==> config.mk <==
export PLATFORM = sky130hd
export DESIGN_NAME = mem_arbiter
export DESIGN_NICKNAME = d
export VERILOG_FILES = /design/src/rtl/mem_arbiter.sv
export SDC_FILE = /design/constraint.sdc
export NUM_CORES = 1
export LEC_CHECK = 0
export CORE_AREA = 2 2 141 143
export CTS_CLUSTER_SIZE = 40
export DETAILED_ROUTE_END_ITERATION = 6
export DIE_AREA = 0 0 143 145
export GPL_ROUTABILITY_DRIVEN = 0
export PLACE_DENSITY = 0.74
export SETUP_SLACK_MARGIN = 0.1
export SLEW_MARGIN = 40
export SYNTH_ARGS = -nofsm -noshare
export SYNTH_HDL_FRONTEND = slang
export SYNTH_SLANG_ARGS = --single-unit
export TNS_END_PERCENT = 5
==> constraint.sdc <==
create_clock -name clk -period 3.95 [get_ports clk]
set_clock_uncertainty 0.15 [all_clocks]
set_input_delay 0.5925 -clock clk [delete_from_list [all_inputs] [get_ports clk]]
set_output_delay 0.5925 -clock clk [all_outputs]
set_load 0.02 [all_outputs]
==> src/rtl/mem_arbiter.sv <==
// Unified-memory arbiter: data-first fixed priority with fetch anti-starvation.
// Define MEM_ARB_PERF_EN to build the grant/wait performance counters.
module mem_arbiter #(
   parameter int MEM_LATENCY  = 1,
   parameter int STARVE_LIMIT = 4
) (
   input  logic        clk,
   input  logic        rst,
   input  logic        i_req,
   input  logic [31:0] i_addr,
   output logic [31:0] i_rdata,
   output logic        i_ack,
   input  logic        d_req,
   input  logic        d_we,
   input  logic [31:0] d_addr,
   input  logic [31:0] d_wdata,
   output logic [31:0] d_rdata,
   output logic        d_ack,
   output logic [31:0] mem_addr,
   output logic [31:0] mem_wdata,
   output logic        mem_we,
   output logic        mem_oe,
   input  logic [31:0] mem_rdata,
   output logic [31:0] perf_i_grants,
   output logic [31:0] perf_d_grants,
   output logic [31:0] perf_i_wait
);

   typedef enum logic [1:0] {
      IDLE   = 2'd0,
      ACCESS = 2'd1,
      RESP   = 2'd2
   } state_t;

   localparam logic [3:0] LAT_INIT = 4'(MEM_LATENCY - 1);
   localparam logic [3:0] LIMIT    = 4'(STARVE_LIMIT);

   state_t      state_q, state_d;
   logic [3:0]  lat_q, lat_d;
   logic [3:0]  starve_q, starve_d;
   logic        own_d_q, own_d_d;
   logic        we_q, we_d;
   logic [31:0] addr_q, addr_d;
   logic [31:0] wdata_q, wdata_d;
   logic [31:0] irdata_q, irdata_d;
   logic [31:0] drdata_q, drdata_d;
   logic        grant_d;
   logic        issue;

   // Data wins contention unless fetch has lost STARVE_LIMIT times in a row.
   assign grant_d = d_req && !(i_req && starve_q == LIMIT);
   assign issue   = (state_q == IDLE) && (i_req || d_req);

   always_comb begin
      state_d  = state_q;
      lat_d    = lat_q;
      starve_d = starve_q;
      own_d_d  = own_d_q;
      we_d     = we_q;
      addr_d   = addr_q;
      wdata_d  = wdata_q;
      irdata_d = irdata_q;
      drdata_d = drdata_q;
      unique case (state_q)
         IDLE: begin
            if (issue) begin
               state_d = ACCESS;
               lat_d   = LAT_INIT;
               own_d_d = grant_d;
               we_d    = grant_d && d_we;
               addr_d  = grant_d ? d_addr : i_addr;
               if (grant_d && d_we) begin
                  wdata_d = d_wdata;
               end
               if (grant_d && i_req) begin
                  if (starve_q != LIMIT) begin
                     starve_d = starve_q + 4'd1;
                  end
               end else begin
                  starve_d = 4'd0;
               end
            end
         end
         ACCESS: begin
            if (we_q) begin
               state_d = RESP;
            end else if (lat_q != 4'd0) begin
               lat_d = lat_q - 4'd1;
            end else begin
               state_d = RESP;
               if (own_d_q) begin
                  drdata_d = mem_rdata;
               end else begin
                  irdata_d = mem_rdata;
               end
            end
         end
         RESP: begin
            state_d = IDLE;
         end
         default: begin
            state_d = IDLE;
         end
      endcase
   end

   always_ff @(posedge clk) begin
      if (rst) begin
         state_q  <= IDLE;
         lat_q    <= 4'd0;
         starve_q <= 4'd0;
         own_d_q  <= 1'b0;
         we_q     <= 1'b0;
         addr_q   <= 32'd0;
         wdata_q  <= 32'd0;
         irdata_q <= 32'd0;
         drdata_q <= 32'd0;
      end else begin
         state_q  <= state_d;
         lat_q    <= lat_d;
         starve_q <= starve_d;
         own_d_q  <= own_d_d;
         we_q     <= we_d;
         addr_q   <= addr_d;
         wdata_q  <= wdata_d;
         irdata_q <= irdata_d;
         drdata_q <= drdata_d;
      end
   end

   assign mem_addr  = addr_q;
   assign mem_wdata = wdata_q;
   assign mem_oe    = (state_q == ACCESS) && !we_q;
   assign mem_we    = (state_q == ACCESS) && we_q;
   assign i_ack     = (state_q == RESP) && !own_d_q;
   assign d_ack     = (state_q == RESP) && own_d_q;
   assign i_rdata   = irdata_q;
   assign d_rdata   = drdata_q;

`ifdef MEM_ARB_PERF_EN
   logic [31:0] pig_q, pdg_q, piw_q;

   always_ff @(posedge clk) begin
      if (rst) begin
         pig_q <= 32'd0;
         pdg_q <= 32'd0;
         piw_q <= 32'd0;
      end else begin
         if (issue && grant_d) begin
            pdg_q <= pdg_q + 32'd1;
         end
         if (issue && !grant_d) begin
            pig_q <= pig_q + 32'd1;
         end
         if (i_req && !i_ack) begin
            piw_q <= piw_q + 32'd1;
         end
      end
   end

   assign perf_i_grants = pig_q;
   assign perf_d_grants = pdg_q;
   assign perf_i_wait   = piw_q;
`else
   assign perf_i_grants = 32'd0;
   assign perf_d_grants = 32'd0;
   assign perf_i_wait   = 32'd0;
`endif

endmodule

# Yosys cells after proc, flatten, opt, wreduce, memory -nomap -nowiden
# Cells that the tools add are included.
# totals
word_cells	57
out_inout_bits	228
reg_bits	140
in_bits	133
# classes
muxes	11
eq_ne	9
addsub	2
n_reduce_logical	23
n_bitwise	3
# op_table
operator	n
$mux W32	1
$mux W4	5
$reduce_and A4 Y1	3
$logic_and A1 B1 Y1	9
$pmux W4 S2	1
$mux W2	3
$ne A2 B2 Y1 const B	3
$reduce_and A3 Y1	2
$add A4 B1 Y4 const B	1
$eq A4 B3 Y1 const B	1
$ne A4 B3 Y1 const B	1
$pmux W2 S2	1
$reduce_and A2 Y1	2
$reduce_bool A4 Y1	1
$sub A4 B1 Y4 const B	1
$logic_not A1 Y1	3
$ne A3 B3 Y1 const B	1
$not A1 Y1	3
$eq A2 B1 Y1 const B	1
$eq A2 B2 Y1 const B	1
$logic_not A2 Y1	1
$ne A2 B1 Y1 const B	1
$reduce_bool A2 Y1	1
$logic_or A1 B1 Y1	1

# Longest topological paths before layout
# Gate-level depths: netlist of the first run.
# logic_depth
ltp_word	7
depth_mapped	8
mapped_depth_nobuf	6

# Least setup slack after synthesis of the first run
# No wires, ideal clock.
# synth_path
path_type	input to register
start	in i_req
end	reg addr_q[10] (netlist: mem_addr[10])
arrival_ns	1.542
path_buffers	1
cell_stages	5
slack_ns	2.173
setup_ns	0.086
required_time_ns	3.714
path_cell_list	or2_1 > nand2_2 > buf_1 > a21oi_1 > a211oi_1
# synth_between
elab_chain_cells	4
word_cells_on_any_way	7
cone_classes	1 x mux; 6 x reduce/logical
# synth_rtl
element	line_no	text
start: declaration	9	input logic i_req,
$logic_and A1 B1 Y1	51	assign grant_d = d_req && !(i_req && starve_q == LIMIT);
$logic_not A1 Y1	51	
$logic_and A1 B1 Y1	51	
$mux W32	71	addr_d = grant_d ? d_addr : i_addr;
end signal: assignment	124	addr_q <= addr_d;
end: declaration	43	logic [31:0] addr_q, addr_d;
# Parallel ways exist; a longest one is shown, timed or not.
# A chain may end at the register's enable or synchronous reset.

# Worst setup path in the final report of the first run
# layout_path
start	reg state_q[0]
end	out mem_we
# layout_between
elab_chain_cells	2
# layout_rtl
element	line_no	text
start: declaration	38	state_t state_q, state_d;
start signal: assignment	119	state_q <= state_d;
$eq A2 B1 Y1	134	assign mem_we = (state_q == ACCESS) && we_q;
$logic_and A1 B1 Y1	134	
end: declaration	21	output logic mem_we,
# No other way between the ends.

==> flow_summary.json, run 1 <==
{
  "synth_area_um2": 6090,
  "crit_path_end_kind": "primary output",
  "max_cap_viol_count": 0,
  "initial_core_util_pct": 31.7,
  "synth_top_area_cell": "dfxtp_1",
  "drive_above_1_share_pct": 4.68,
  "ys.flop_type": "dfxtp_1",
  "fp.dieW_um": 143,
  "postCtsSetupRepairBufs": 0,
  "clkLatencyLatePin_ns": 0.40,
  "rsz0062_at_grt": "no",
  "core_um2": 19200,
  "nNetsFinal": 1149,
  "min_period_over_period_pct": 68.7,
  "clock_sinks": 140,
  "start_kind": "register",
  "yosysSeqAreaShare_pct": 46.0,
  "cts_resized": 0,
  "htree_levels": 4,
  "hold_depth": 2,
  "final_cells": 1291,
  "grtUsageTotal_pct": 16.5,
  "dp_hpwl_um": 12300,
  "ff2ff_path_depth": 7,
  "endpoint": "mem_we",
  "p_per_area_nw_per_um2": 455,
  "synth_seq_cells": 140,
  "n_antenna_cell": 0,
  "totalWireLength_um": 17200,
  "grt_pass1_vias": 5347,
  "synth_top_area_share_pct": 46.0,
  "grt_first_pass_wirelength_um": 27500,
  "final-hold-violation-count": 0,
  "synth_edf_count": 0,
  "ctsLongestPathBuffers": 2,
  "ir_drop_mv": 0.265,
  "async_reset_ff_share_pct": 0,
  "syn_inst": 771,
  "fmax_mhz": 369,
  "timing.rr.start": "starve_q[0]",
  "hold_class": "reg -> reg",
  "r2r_slack_ns": 1.72,
  "num_rows": 51,
  "cp.arrival_ns": 1.97,
  "period_minus_slack_ns": 2.71,
  "ioPinCount": 361,
  "setup_tns_ns": 0,
  "avgSynthCellArea_um2": 7.90,
  "final_antenna_net_count": 0,
  "grt_overflow": 0,
  "syn2layout_area_growth_pct": 50.3,
  "outcome": "complete, no violations",
  "final_cell_mix": "clkdlybuf4s50_1, nand2_1, dfxtp_1, a21oi_1, conb_1",
  "report.final.slew_viol_count": 0,
  "r2r_end": "mem_wdata[0]",
  "yosys_warnings": 0,
  "path_clk_slew_ns": 0.06,
  "dpl.cell_count": 1259,
  "hold_buffers": 0,
  "die-area_um2": 20700,
  "crit_type": "reg -> out",
  "startpoint": "state_q[0]",
  "avgViaCountPerCell": 4.42,
  "drc": 0,
  "crit_required_ns": 3.21,
  "yosys.cell_types.count": 40,
  "die_h_um": 145,
  "firstDrtPassIters": 4,
  "tightestPinTransition_ns": 0.737,
  "layout_commonest_cell": "clkdlybuf4s50_1",
  "drtIter0Drc": 227,
  "slew_headroom_pct": 50.7,
  "portBuffers": 264,
  "setup_violations": 0,
  "cts_root_buffer": "clkbuf_16",
  "wl_per_cell_um": 13.3,
  "p_leak_nw": 3.43,
  "grt_max_degree": 79,
  "num_vias": 5709,
  "synth_area_leaders": "dfxtp_1, nand2_1, buf_4, a21oi_1, a211oi_1",
  "cts_tree": "built",
  "antenna_found_initial": 0,
  "worstPathMaxFanout": 7,
  "cts_buffers": 17
}
[stage by stage]
step	power [mW]	hold WS, ns	worst slack (ns)	utilization, %	area (um2)
after CTS	4.22	0.304	1.19	47.7	9150
final	4.17	0.302	1.24	47.7	9160
after floorplan	2.17	0.311	2.17	-	6450
after global placement	2.49	0.291	1.33	44.3	8520
after global routing	4.37	0.322	1.13	47.7	9160
after detailed placement	2.50	0.295	1.27	44.3	8520
[worst min path at each step]
stage | from | endpoint | slack (ns)
floorplan | starve_q[3] | starve_q[3] | 0.31
global placement | mem_wdata[5] | mem_wdata[5] | 0.29
detailed placement | d_rdata[2] | d_rdata[2] | 0.30
CTS | d_rdata[2] | d_rdata[2] | 0.30
global route | i_rdata[29] | i_rdata[29] | 0.32
finish | mem_wdata[9] | mem_wdata[9] | 0.30
[worst max-delay path: stages, from the launching register on]
cell and delay, ns:
dfxtp_1 0.45, nor2b_1 0.25, and2_1 0.20, clkdlybuf4s50_1 0.67
[cell type report]
cell class                      count  area (um2)
Fill cell                        1884       10000
Sequential cell                   140        2800
Timing Repair Buffer              274        2730
Multi-Input combinational cell    575        2640
Clock buffer                       21         480
Tap cell                          265         332
Clock inverter                     11         155
Inverter                            5        18.8
[sequential cells by signal, indices dropped and copies added (netlist names)]
register / count
starve_q: 4
lat_q: 4
mem_wdata: 32
d_rdata: 32
mem_addr: 32
state_q: 2
own_d_q: 1
we_q: 1
i_rdata: 32
[cell families after synthesis]
group,after synthesis,share of synthesized area [%]
compound gates,175,16.1
mux,1,0.164
other cells,1,0.0616
buf+inv,151,16.5
fa+ha+maj,3,0.616
simple gates,300,20.5
flops,140,46.0
[metal layers]
layer | track usage, % | part of all wire, % | vias up
li1 | - | - | 2831
met1 | 18.6 | 39 | 2631
met2 | 28.4 | 51 | 227
met3 | 6.50 | 8.3 | 20
met4 | 4.75 | 1.7 | 0
met5 | 0 | 0 | -
[cell usage after synthesis, types with 2 or more instances]
master and number:
a211oi_1 32, a21oi_1 133, a22oi_1 3, a31oi_1 3, and2_1 4, buf_1 3
buf_2 7, buf_4 103, buf_6 6, clkbuf_1 27, dfxtp_1 140, ha_1 3
inv_1 5, nand2_1 229, nand3_1 3, nand3b_1 4, nor2_1 39, nor3_1 2
nor3b_1 3, nor4_1 2
[power breakdown]
part | leakage, nW | switching (mW) | internal [mW]
clock | 0.310 | 0.630 | 1.07
sequential | 1.14 | 0.0604 | 1.52
combinational | 1.98 | 0.505 | 0.388
total | 3.43 | 1.20 | 2.98
Power figures use the tool's default switching activity.
==> inputs of run 2 (changes only) <==
- PLACE_DENSITY: 0.74 -> 0.76
- clock period: 3.95 -> 2.28 ns (I/O delays scaled with it)
==> run 2 against run 1 <==
First-iteration DRC count is 30% lower; core utilization is 0.48 points higher; worst setup slack worse by 1.0 ns; largest cell class is now buffers.
==> flow_summary.json, run 2 (same netlist as run 1, synthesis figures left out) <==
{
  "crit_type": "reg -> out",
  "num_rows": 51,
  "multi_input_area_um2": 2640,
  "rsz0062_at_grt": "yes",
  "hold_class": "in -> reg",
  "grt_overflow": 0,
  "p_int_mw": 5.19,
  "crit_path_end_kind": "primary output",
  "finalWorstSetupSlack_ns": 0.203,
  "hold_slack_ns": 0.248,
  "combinationalPowerShare_pct": 21.8,
  "tightestPinTransition_ns": 0.566,
  "initial_core_util_pct": 31.7,
  "final_antenna_net_count": 0,
  "p_per_area_nw_per_um2": 787,
  "setup_violations": 0,
  "globalRouteMet1Util_pct": 18.6,
  "cts_root_buffer": "clkbuf_16",
  "drive_above_1_share_pct": 5.15,
  "report.final.slew_viol_count": 0,
  "r2r_slack_ns": 0.38,
  "clock_sinks": 140,
  "start_kind": "register",
  "grt_first_pass_wirelength_um": 26700,
  "setup_tns_ns": 0,
  "slew_headroom_pct": 62.2,
  "period_minus_slack_ns": 2.08,
  "swShare_pct": 28.7,
  "use_met2_pct": 27.6,
  "avgViaCountPerCell": 4.38,
  "max_cap_viol_count": 0,
  "portBuffers": 264,
  "hold_depth": 2,
  "crit_required_ns": 1.79,
  "ff2ff_path_depth": 6,
  "regArea_um2": 2800,
  "grt_use_met3_pct": 5.71,
  "final_cell_mix": "clkdlybuf4s50_1, nand2_1, dfxtp_1, a21oi_1, conb_1",
  "r2r_end": "lat_q[1]",
  "dp_hpwl_um": 12400,
  "layout_commonest_cell": "clkdlybuf4s50_1",
  "cts_tree": "built",
  "cts_buffers": 17,
  "nNetsFinal": 1152,
  "firstDrtPassIters": 4,
  "cp.arrival_ns": 1.58,
  "clkLatencyLatePin_ns": 0.40,
  "grt_pass1_vias": 5241,
  "p_seq_share_pct": 37.5,
  "drc": 0,
  "worstPathMaxFanout": 7,
  "min_period_over_period_pct": 91.1,
  "antenna_found_initial": 0,
  "final-hold-violation-count": 0,
  "ir_drop_mv": 0.460,
  "syn2layout_area_growth_pct": 51.8,
  "p_leak_nw": 3.48,
  "path_clk_slew_ns": 0.06,
  "p_sw_mw": 2.09,
  "n_antenna_cell": 0,
  "hold_buffers": 0,
  "ctsLongestPathBuffers": 2,
  "fmax_mhz": 482,
  "totalWireLength_um": 17100,
  "busiest_layer": "met2",
  "grtUsageTotal_pct": 16.2,
  "fill_cells": 1868,
  "num_vias": 5665,
  "die_h_um": 145,
  "outcome": "complete, no violations",
  "timing.rr.start": "lat_q[0]",
  "htree_levels": 4,
  "grt_max_degree": 62,
  "endpoint": "mem_oe",
  "post-place-ws_ns": 0.207,
  "pwr-share-clk_pct": 40.6,
  "wl_per_cell_um": 13.2,
  "die-area_um2": 20700,
  "core_um2": 19200,
  "ioPinCount": 361,
  "drtIter0Drc": 159,
  "startpoint": "state_q[0]",
  "fp.dieW_um": 143
}
## run 2: worst min path at each step
stage                startpoint          end  slack (ns)
global placement     i_rdata[0]   i_rdata[0]        0.29
global route                rst         we_q        0.25
CTS                         rst         we_q        0.23
finish                      rst         we_q        0.25
floorplan           starve_q[3]  starve_q[3]        0.31
detailed placement  i_rdata[21]  i_rdata[21]        0.30
## run 2: power groups by stage
stage                     Sequential, mW  Clock [mW]  Combinational [mW]
final                               2.73        2.96                1.59
after global routing                2.75        3.14                1.73
after CTS                           2.73        3.05                1.60
after detailed placement            2.79           0                1.60
after global placement              2.78           0                1.59
after floorplan                     2.98           0               0.782
## run 2: final cells by class
class	count	area share (%)
Timing Repair Buffer	277	30.5
Sequential cell	140	30.3
Multi-Input combinational cell	575	28.5
Clock buffer	17	4.60
Tap cell	265	3.58
Clock inverter	15	2.23
Inverter	5	0.203
## run 2: worst max-delay path: stages, from the launching register on
cell and delay (ns):
dfxtp_1 0.44, nor3b_4 0.30, clkdlybuf4s15_1 0.44
## run 2: timing repair
action | CTS | global route
pin swaps | 0 | 0
cloned | 0 | 0
buffers inserted | 0 | 0
setup endpoints to repair | 4 | 2
resized for setup | 6 | 2
## run 2: per-layer routing
metal / up-vias / wire length (um)
met2: 217 / 8480
met4: 0 / 364
met1: 2591 / 6820
met3: 18 / 1380
met5: - / 0
li1: 2839 / -
## run 2: metrics by stage
step,instance area [um2],std cells,util [%],power [mW]
floorplan,6450,866,-,3.76
detailed placement,8620,1262,44.9,4.39
CTS,9250,1294,48.1,7.38
global route,9250,1294,48.2,7.62
global placement,8620,1262,44.9,4.37
finish,9250,1294,48.2,7.28
